### src/rtl/bch_detect_pkg.sv
// Shared types and constants for the multi-lane BCH codeword checker.
package bch_detect_pkg;

  typedef enum logic [1:0] {
    ST_IDLE    = 2'd0,
    ST_RECEIVE = 2'd1,
    ST_CHECK   = 2'd2,
    ST_RESULT  = 2'd3
  } bch_state_e;

  // Degree-112 generator (14 parity bytes); the x^112 term is implied.
  localparam logic [111:0] BCH_GENPOLY_DEFAULT =
    112'hB9E3_7C41_5A2D_0F86_C3E1_94D7_2B65;

  localparam logic [15:0] ERR_COUNT_MAX = 16'hFFFF;

endpackage

### src/rtl/bch_remainder_lane.sv
// One byte lane: remainder register, byte-wide (8-step unrolled) division, zero detect.
module bch_remainder_lane
  import bch_detect_pkg::*;
#(
  parameter int                       ParityBytes = 14,
  parameter logic [8*ParityBytes-1:0] GenPoly     = BCH_GENPOLY_DEFAULT[8*ParityBytes-1:0]
) (
  input  logic       clk_i,
  input  logic       rst_i,
  input  logic       clear_i,
  input  logic       shift_en_i,
  input  logic [7:0] byte_i,
  output logic       nonzero_o
);

  localparam int W = 8 * ParityBytes;

  logic [W-1:0] rem_q, rem_d;

  // MSB of the byte enters first, matching the encoder's bit order.
  function automatic logic [W-1:0] div_byte(input logic [W-1:0] r, input logic [7:0] d);
    logic [W-1:0] x;
    x = r;
    for (int b = 7; b >= 0; b--) begin
      x = {x[W-2:0], 1'b0} ^ ((x[W-1] ^ d[b]) ? GenPoly : '0);
    end
    return x;
  endfunction

  always_comb begin
    rem_d = rem_q;
    if (clear_i)         rem_d = '0;
    else if (shift_en_i) rem_d = div_byte(rem_q, byte_i);
  end

  always_ff @(posedge clk_i or posedge rst_i) begin
    if (rst_i) rem_q <= '0;
    else        rem_q <= rem_d;
  end

  assign nonzero_o = |rem_q;

endmodule

### src/rtl/bch_error_detector_x.sv
// Multi-lane BCH codeword checker: FSM, beat counter, result handshake.
// Optional error-codeword counter enabled by defining BCH_ERROR_COUNT_EN.
module bch_error_detector_x
  import bch_detect_pkg::*;
#(
  parameter int                       Multi        = 2,
  parameter int                       MessageBytes = 512,
  parameter int                       ParityBytes  = 14,
  parameter logic [8*ParityBytes-1:0] GenPoly      = BCH_GENPOLY_DEFAULT[8*ParityBytes-1:0]
) (
  input  logic               iClock,
  input  logic               iReset,
  input  logic               iEnable,
  input  logic [8*Multi-1:0] iData,
  input  logic               iDataValid,
  output logic               oDataReady,
  output logic               oDataLast,
  output logic [Multi-1:0]   oErrorDetected,
  output logic               oResultValid,
  input  logic               iResultReady,
`ifdef BCH_ERROR_COUNT_EN
  input  logic               iCountClear,
  output logic [15:0]        oErrorCount,
`endif
  output logic               oBusy
);

  localparam int                TotalBeats = MessageBytes + ParityBytes;
  localparam int                CntW       = $clog2(TotalBeats);
  localparam logic [CntW-1:0]   LastBeat   = CntW'(TotalBeats - 1);

  bch_state_e       state_q, state_d;
  logic [CntW-1:0]  cnt_q, cnt_d;
  logic [Multi-1:0] flags_q, flags_d;
  logic [Multi-1:0] nonzero;
  logic             start, accept;

  assign start      = (state_q == ST_IDLE) && iEnable;
  assign oDataReady = (state_q == ST_RECEIVE);
  assign accept     = oDataReady && iDataValid;
  assign oDataLast  = oDataReady && (cnt_q == LastBeat);

  always_comb begin
    state_d = state_q;
    cnt_d   = cnt_q;
    flags_d = flags_q;
    unique case (state_q)
      ST_IDLE: if (iEnable) begin
        state_d = ST_RECEIVE;
        cnt_d   = '0;
      end
      ST_RECEIVE: if (accept) begin
        cnt_d = cnt_q + CntW'(1);
        if (oDataLast) state_d = ST_CHECK;
      end
      ST_CHECK: begin
        flags_d = nonzero;
        state_d = ST_RESULT;
      end
      ST_RESULT: if (iResultReady) state_d = ST_IDLE;
      default:   state_d = ST_IDLE;
    endcase
  end

  always_ff @(posedge iClock or posedge iReset) begin
    if (iReset) begin
      state_q <= ST_IDLE;
      cnt_q   <= '0;
      flags_q <= '0;
    end else begin
      state_q <= state_d;
      cnt_q   <= cnt_d;
      flags_q <= flags_d;
    end
  end

  for (genvar c = 0; c < Multi; c++) begin : g_lane
    bch_remainder_lane #(
      .ParityBytes (ParityBytes),
      .GenPoly     (GenPoly)
    ) u_lane (
      .clk_i      (iClock),
      .rst_i      (iReset),
      .clear_i    (start),
      .shift_en_i (accept),
      .byte_i     (iData[8*c +: 8]),
      .nonzero_o  (nonzero[c])
    );
  end

  assign oErrorDetected = flags_q;
  assign oResultValid   = (state_q == ST_RESULT);
  assign oBusy          = (state_q != ST_IDLE);

`ifdef BCH_ERROR_COUNT_EN
  logic [15:0] ecnt_q;

  // Clear has priority over a same-cycle increment.
  always_ff @(posedge iClock or posedge iReset) begin
    if (iReset)                                   ecnt_q <= '0;
    else if (iCountClear)                         ecnt_q <= '0;
    else if (oResultValid && iResultReady && (|flags_q) && (ecnt_q != ERR_COUNT_MAX))
                                                  ecnt_q <= ecnt_q + 16'd1;
  end

  assign oErrorCount = ecnt_q;
`endif

endmodule

### config.mk
export PLATFORM = sky130hd
export DESIGN_NAME = bch_error_detector_x
export DESIGN_NICKNAME = d
export VERILOG_FILES = /design/src/rtl/bch_detect_pkg.sv /design/src/rtl/bch_remainder_lane.sv /design/src/rtl/bch_error_detector_x.sv
export SDC_FILE = /design/constraint.sdc
export NUM_CORES = 1
export LEC_CHECK = 0
export CORE_UTILIZATION = 55
export CTS_BUF_LIST = sky130_fd_sc_hd__clkbuf_2 sky130_fd_sc_hd__clkbuf_4 sky130_fd_sc_hd__clkbuf_8
export CTS_CLUSTER_SIZE = 12
export DETAILED_ROUTE_END_ITERATION = 16
export PLACE_DENSITY = 0.76
export SLEW_MARGIN = 10
export SYNTH_ARGS = -nofsm -noshare
export SYNTH_HDL_FRONTEND = slang
export SYNTH_SLANG_ARGS = --single-unit
### constraint.sdc
create_clock -name iClock -period 11.33 [get_ports iClock]
set_input_delay 1.6995 -clock iClock [delete_from_list [all_inputs] [get_ports iClock]]
set_output_delay 1.6995 -clock iClock [all_outputs]
set_load 0.01 [all_outputs]
======== Word level (Yosys, flattened, before mapping) ========
Index checks and enable logic that the tools add are counted.
word-level totals
  register bits ........................... 238
  input bits .............................. 21
  logic and storage cells ................. 85
operators by class
  $add $sub $neg .......................... 1
  equality and inequality tests ........... 8
  multiplexer cells ....................... 28
  bitwise gates (word level) .............. 32
  reduce and logical (&&, ||, !) cells .... 11
operators with widths
  operator                                                                  number
  112-bit two-way mux                                                       20
  112-bit XOR                                                               16
  112-bit OR reduction                                                      2
  10-bit two-way mux                                                        2
  10-bit case mux with 2 select lines                                       1
  1-bit XOR                                                                 16
  10-bit by 1-bit adder with 10-bit output (second input constant)          1
  10-bit equality test (second input constant)                              1
  2-bit two-way mux                                                         4
  2-bit case mux with 4 select lines                                        1
  2-bit by 1-bit inequality test with 1-bit output (second input constant)  3
  2-bit nonzero test                                                        3
  2-bit equality test (second input constant)                               2
  4-bit AND reduction                                                       1
  1-bit logical AND                                                         3
  3-bit AND reduction                                                       1
  2-bit by 1-bit equality test with 1-bit output (second input constant)    1
  2-bit zero test                                                           1
  2-bit inequality test (second input constant)                             1

======== Longest topological paths before layout ========
  word-level depth ........................ 26
  mapped depth ............................ 10
  gate-level depth less buffers ........... 9

======== By module ========
A second synthesis with hierarchy kept.
unflattened totals
  cells, all modules ...................... 1343
  area, all modules ....................... 14589.0 um2
modules (own cells, without submodules)
  module                times used  cells each  area an instance (um2)
  bch_remainder_lane    2           629         6872.8
  bch_error_detector_x  1           85          843.3

======== Least setup slack after synthesis ========
OpenSTA, ideal clock, no wires.
  kind .................................... input port to flip-flop
  start ................................... input iData[2]
  end ..................................... register g_lane[0].u_lane.rem_q[111]
  setup time .............................. 90 ps
  arrival time ............................ 3865 ps
  slack ................................... 7375 ps
  stages .................................. 7
  path buffers ............................ 0
  path through ............................ xnor2_1 xnor3_1 xnor2_1 or4_1 o22ai_1 o21ai_0 o2111ai_1
on the way
  longest elaborated chain between the ends .. 11
RTL lines
  what                     RTL line                    source
  start: declaration       bch_error_detector_x.sv:14  input logic [8*Multi-1:0] iData,
  1-bit XOR (*)            bch_remainder_lane.sv:25    x = {x[W-2:0], 1'b0} ^ ((x[W-1] ^ d[b]) ? GenPoly : '0);
  112-bit two-way mux (*)  bch_remainder_lane.sv:25
  112-bit XOR (*)          bch_remainder_lane.sv:25
  1-bit XOR                bch_remainder_lane.sv:25
  112-bit two-way mux      bch_remainder_lane.sv:25
  112-bit XOR (*)          bch_remainder_lane.sv:25
  1-bit XOR                bch_remainder_lane.sv:25
  112-bit two-way mux      bch_remainder_lane.sv:25
  112-bit XOR (*)          bch_remainder_lane.sv:25
  112-bit two-way mux (*)  bch_remainder_lane.sv:33    else if (shift_en_i) rem_d = div_byte(rem_q, byte_i);
  112-bit two-way mux (*)  bch_remainder_lane.sv:32    if (clear_i) rem_d = '0;
  end signal: assignment   bch_remainder_lane.sv:38    else rem_q <= rem_d;
  end: declaration         bch_remainder_lane.sv:18    logic [W-1:0] rem_q, rem_d;
Every way passes the cells marked *; elsewhere a longest branch is shown, timed or not. The select of a mux whose other input is x is not followed.
A chain may end at the register's enable or synchronous reset.

======== Worst setup path in the final report ========
  start ................................... input iData[6]
  end ..................................... register g_lane[0].u_lane.rem_q[42]
on the way
  longest elaborated chain between the ends .. 21
RTL lines
  what                          RTL line
  1-bit XOR (*)                 bch_remainder_lane.sv:25
  112-bit two-way mux (*)       bch_remainder_lane.sv:25
  112-bit XOR (*)               bch_remainder_lane.sv:25
  1-bit XOR                     bch_remainder_lane.sv:25
  112-bit two-way mux           bch_remainder_lane.sv:25
  112-bit XOR (*)               bch_remainder_lane.sv:25
  1-bit XOR                     bch_remainder_lane.sv:25
  112-bit two-way mux           bch_remainder_lane.sv:25
  (+4 left out)                 --
  1-bit XOR                     bch_remainder_lane.sv:25
  112-bit two-way mux           bch_remainder_lane.sv:25
  112-bit XOR (*)               bch_remainder_lane.sv:25
  1-bit XOR                     bch_remainder_lane.sv:25
  112-bit two-way mux           bch_remainder_lane.sv:25
  112-bit XOR (*) (2 in a row)  bch_remainder_lane.sv:25
  112-bit two-way mux (*)       bch_remainder_lane.sv:33
  112-bit two-way mux (*)       bch_remainder_lane.sv:32
Marks and branches as above.

==> reports/metrics.yaml <==
timing:
  setup-tns-final_ps: 0
  slew_headroom_pct: 27.11
  period_share_pct: 43.76
  hold_viol: 0
  setup_viol: 0
  rsz0062_at_grt: "false"
  fin_worst_skew_ps: 26.23
  worst_slew_pin_slew_ps: 1092
  period_needed_ps: 4959
  fmax_ghz: 0.2017
  drv_slew: 0
global_routing:
  gr-usage-all-layers_pct: 29.67
  grt_max_degree: 224
  grt_pass1_vias: 10094
  grt_overflow_total: 0
  antenna_found_initial: 0
  grt_pass1_wl_um: 58040
layout:
  nets: 1409
  stdcell_area_mm2: 0.01504
  nFillCells: 1969
  syn2layout_area_growth_pct: 10.96
  layout-drive-gt1-share_pct: 9.233
  num_antenna_cells: 0
detailed_routing:
  wl_um: 36710
  dr_total_vias: 10207
  firstDrtPassIters: 7
  viasPerCell: 5.893
  drtIter0Drc: 1286
  avgRoutedWirePerCell_um: 21.20
  postRouteAntennaNets: 0
  route.detailed.drc: 0
setup_path:
  end_kind: "flip-flop"
  critPathMaxFanout: 15
  setup.worst_path.end: "g_lane[0].u_lane.rem_q[42]"
  critPathLaunch: "iData[6]"
  reg2reg_depth: 6
  r2r_slack_ps: 7540
  r2r-end: "g_lane[0].u_lane.rem_q[42]"
  startpoint_type: "input port"
  path_class: "input port to flip-flop"
  r2r-start: "g_lane[0].u_lane.rem_q[110]"
  arrival_ps: 5360
  crit_required_ps: 11730
clocking:
  ctsHtreeMaxLevel: 2
  cts-root-buf: "clkbuf_8"
  cts_buffers: 42
  cts.sinks: 238
  clockBufferDepth: 3
  clk_latency_ps: 550
  postCtsSetupRepairBufs: 0
  hold_buffers: 0
  cts_tree: "built"
  post_cts_resized: 0
  cts.clk_slew.worst_paths_ps: 60
die:
  ios: 27
  start_util_pct: 55.91
  die-area_mm2: 0.02528
  core_area_mm2: 0.02425
  dieWidth_um: 159.0
  core.rowCount: 57
  die_y_um: 159.0
yosys:
  yosysTopAreaCell: "dfrtp_1"
  post-synth-top-area-fraction_pct: 43.93
  synthTopCellsByArea: "dfrtp_1 44%, xnor2_1 15%, xor2_1 10%, o21ai_0 7.5%, nand2_1 6.2%"
  syn_avg_cell_area_um2: 9.991
  ys_ff_latch: 238
  syn_nets: 1385
  ys_types: 49
  syn-cell-area_mm2: 0.01356
  async_flop_share_pct: 100.0
  ys.flop_type: "dfrtp_1"
  yosysWarnings: 0
  netlist_instances: 1357
  synth-edff-count: 0
  synth-seq-area-share_pct: 43.93
outcome:
  status: "complete, no violations"
hold_path:
  hold_class: "flip-flop to flip-flop"
placement:
  place_hpwl_um: 25110
  gp_congestion: 0.9590
  port_buffers: 26
  dpl-instance-area_mm2: 0.01414
job:
  cap_violations: 0
-- cell type report --
class | count | area (µm²) | share of cell area, %
clock inverter | 5 | 78.83 | 0.5240
tap | 324 | 405.4 | 2.695
timing repair buffer | 45 | 415.4 | 2.761
inverter | 10 | 45.04 | 0.2994
clock buffer | 66 | 820.8 | 5.456
sequential | 238 | 5956 | 39.59
multi-input combinational | 1044 | 7323 | 48.68
-- cell usage in the layout (no fill, tap or decap), drive strengths merged, types with 11 or more instances in the layout --
cell	instances
xnor2	256
dfrtp	238
nand2	225
o21ai	221
xor2	171
clkbuf	66
nor4	56
clkdlybuf4s50	26
buf	19
nand4	16
nor2	15
inv	11
-- routing by layer --
metal	track usage, %	vias to the layer above	wire, µm
met3	6.799	89	3757
met2	43.92	497	16260
met1	42.81	5027	15550
li1	-	4594	-
met5	0	-	0
met4	10.62	0	1144
-- critical path: stages --
cell and delay (ps):
clkdlybuf4s50_1 500, xor2_2 850, xnor3_1 750, xor2_1 840, xor2_1 430, xor2_1 180, o21ai_0 90
-- flip-flops by register name, summed over array words and instances (netlist names) --
signal / cells
oErrorDetected: 2
g_lane.u_lane.rem_q: 224
state_q: 2
cnt_q: 10
-- synthesized netlist by cell type, types with 4 or more instances --
master,count
xor2_4,4
nand3_1,9
xor2_2,6
o21ai_1,19
a21oi_1,9
o21ai_0,202
nor4_1,56
nor2_1,15
xnor2_2,18
mux2i_1,4
xnor2_4,4
xor2_1,161
xnor3_1,6
or4_1,4
nand2_1,225
xnor2_1,234
ha_1,7
inv_1,10
dfrtp_1,238
a22o_1,9
clkbuf_1,55
nand4_1,16
-- stage by stage --
step / hold WS, ps / util (%) / setup WS [ps] / instances
floorplan: 482.2 / - / 3099 / 1357
global placement: 498.9 / 58.33 / 6060 / 1661
detailed placement: 515.9 / 58.33 / 5867 / 1661
CTS: 528.7 / 62.04 / 6434 / 1732
global route: 547.3 / 62.04 / 6218 / 1732
finish: 522.2 / 62.04 / 6371 / 1732
-- worst min-delay path by stage --
stage	from	endpoint	slack [ps]	cells after the start
2_1_floorplan	g_lane[1].u_lane.rem_q[72]	g_lane[1].u_lane.rem_q[72]	480	2
3_3_place_gp	g_lane[1].u_lane.rem_q[72]	g_lane[1].u_lane.rem_q[72]	500	2
3_5_place_dp	g_lane[0].u_lane.rem_q[18]	g_lane[0].u_lane.rem_q[18]	520	2
4_1_cts	g_lane[0].u_lane.rem_q[90]	g_lane[0].u_lane.rem_q[90]	530	2
5_1_grt	g_lane[1].u_lane.rem_q[50]	g_lane[1].u_lane.rem_q[50]	550	2
6_report	g_lane[0].u_lane.rem_q[90]	g_lane[0].u_lane.rem_q[90]	520	2
-- kinds of logic after synthesis --
group / after synthesis / share of synthesized area, %
buf+inv: 75 / 2.298
fa+ha+maj: 7 / 0.6460
mux: 4 / 0.2953
compound gates: 255 / 10.04
xor+xnor: 435 / 31.39
flops: 238 / 43.93
simple gates: 343 / 11.41
Power is not shown: default switching activity piles up to over one toggle a cycle in this logic, so the estimate is an artifact.
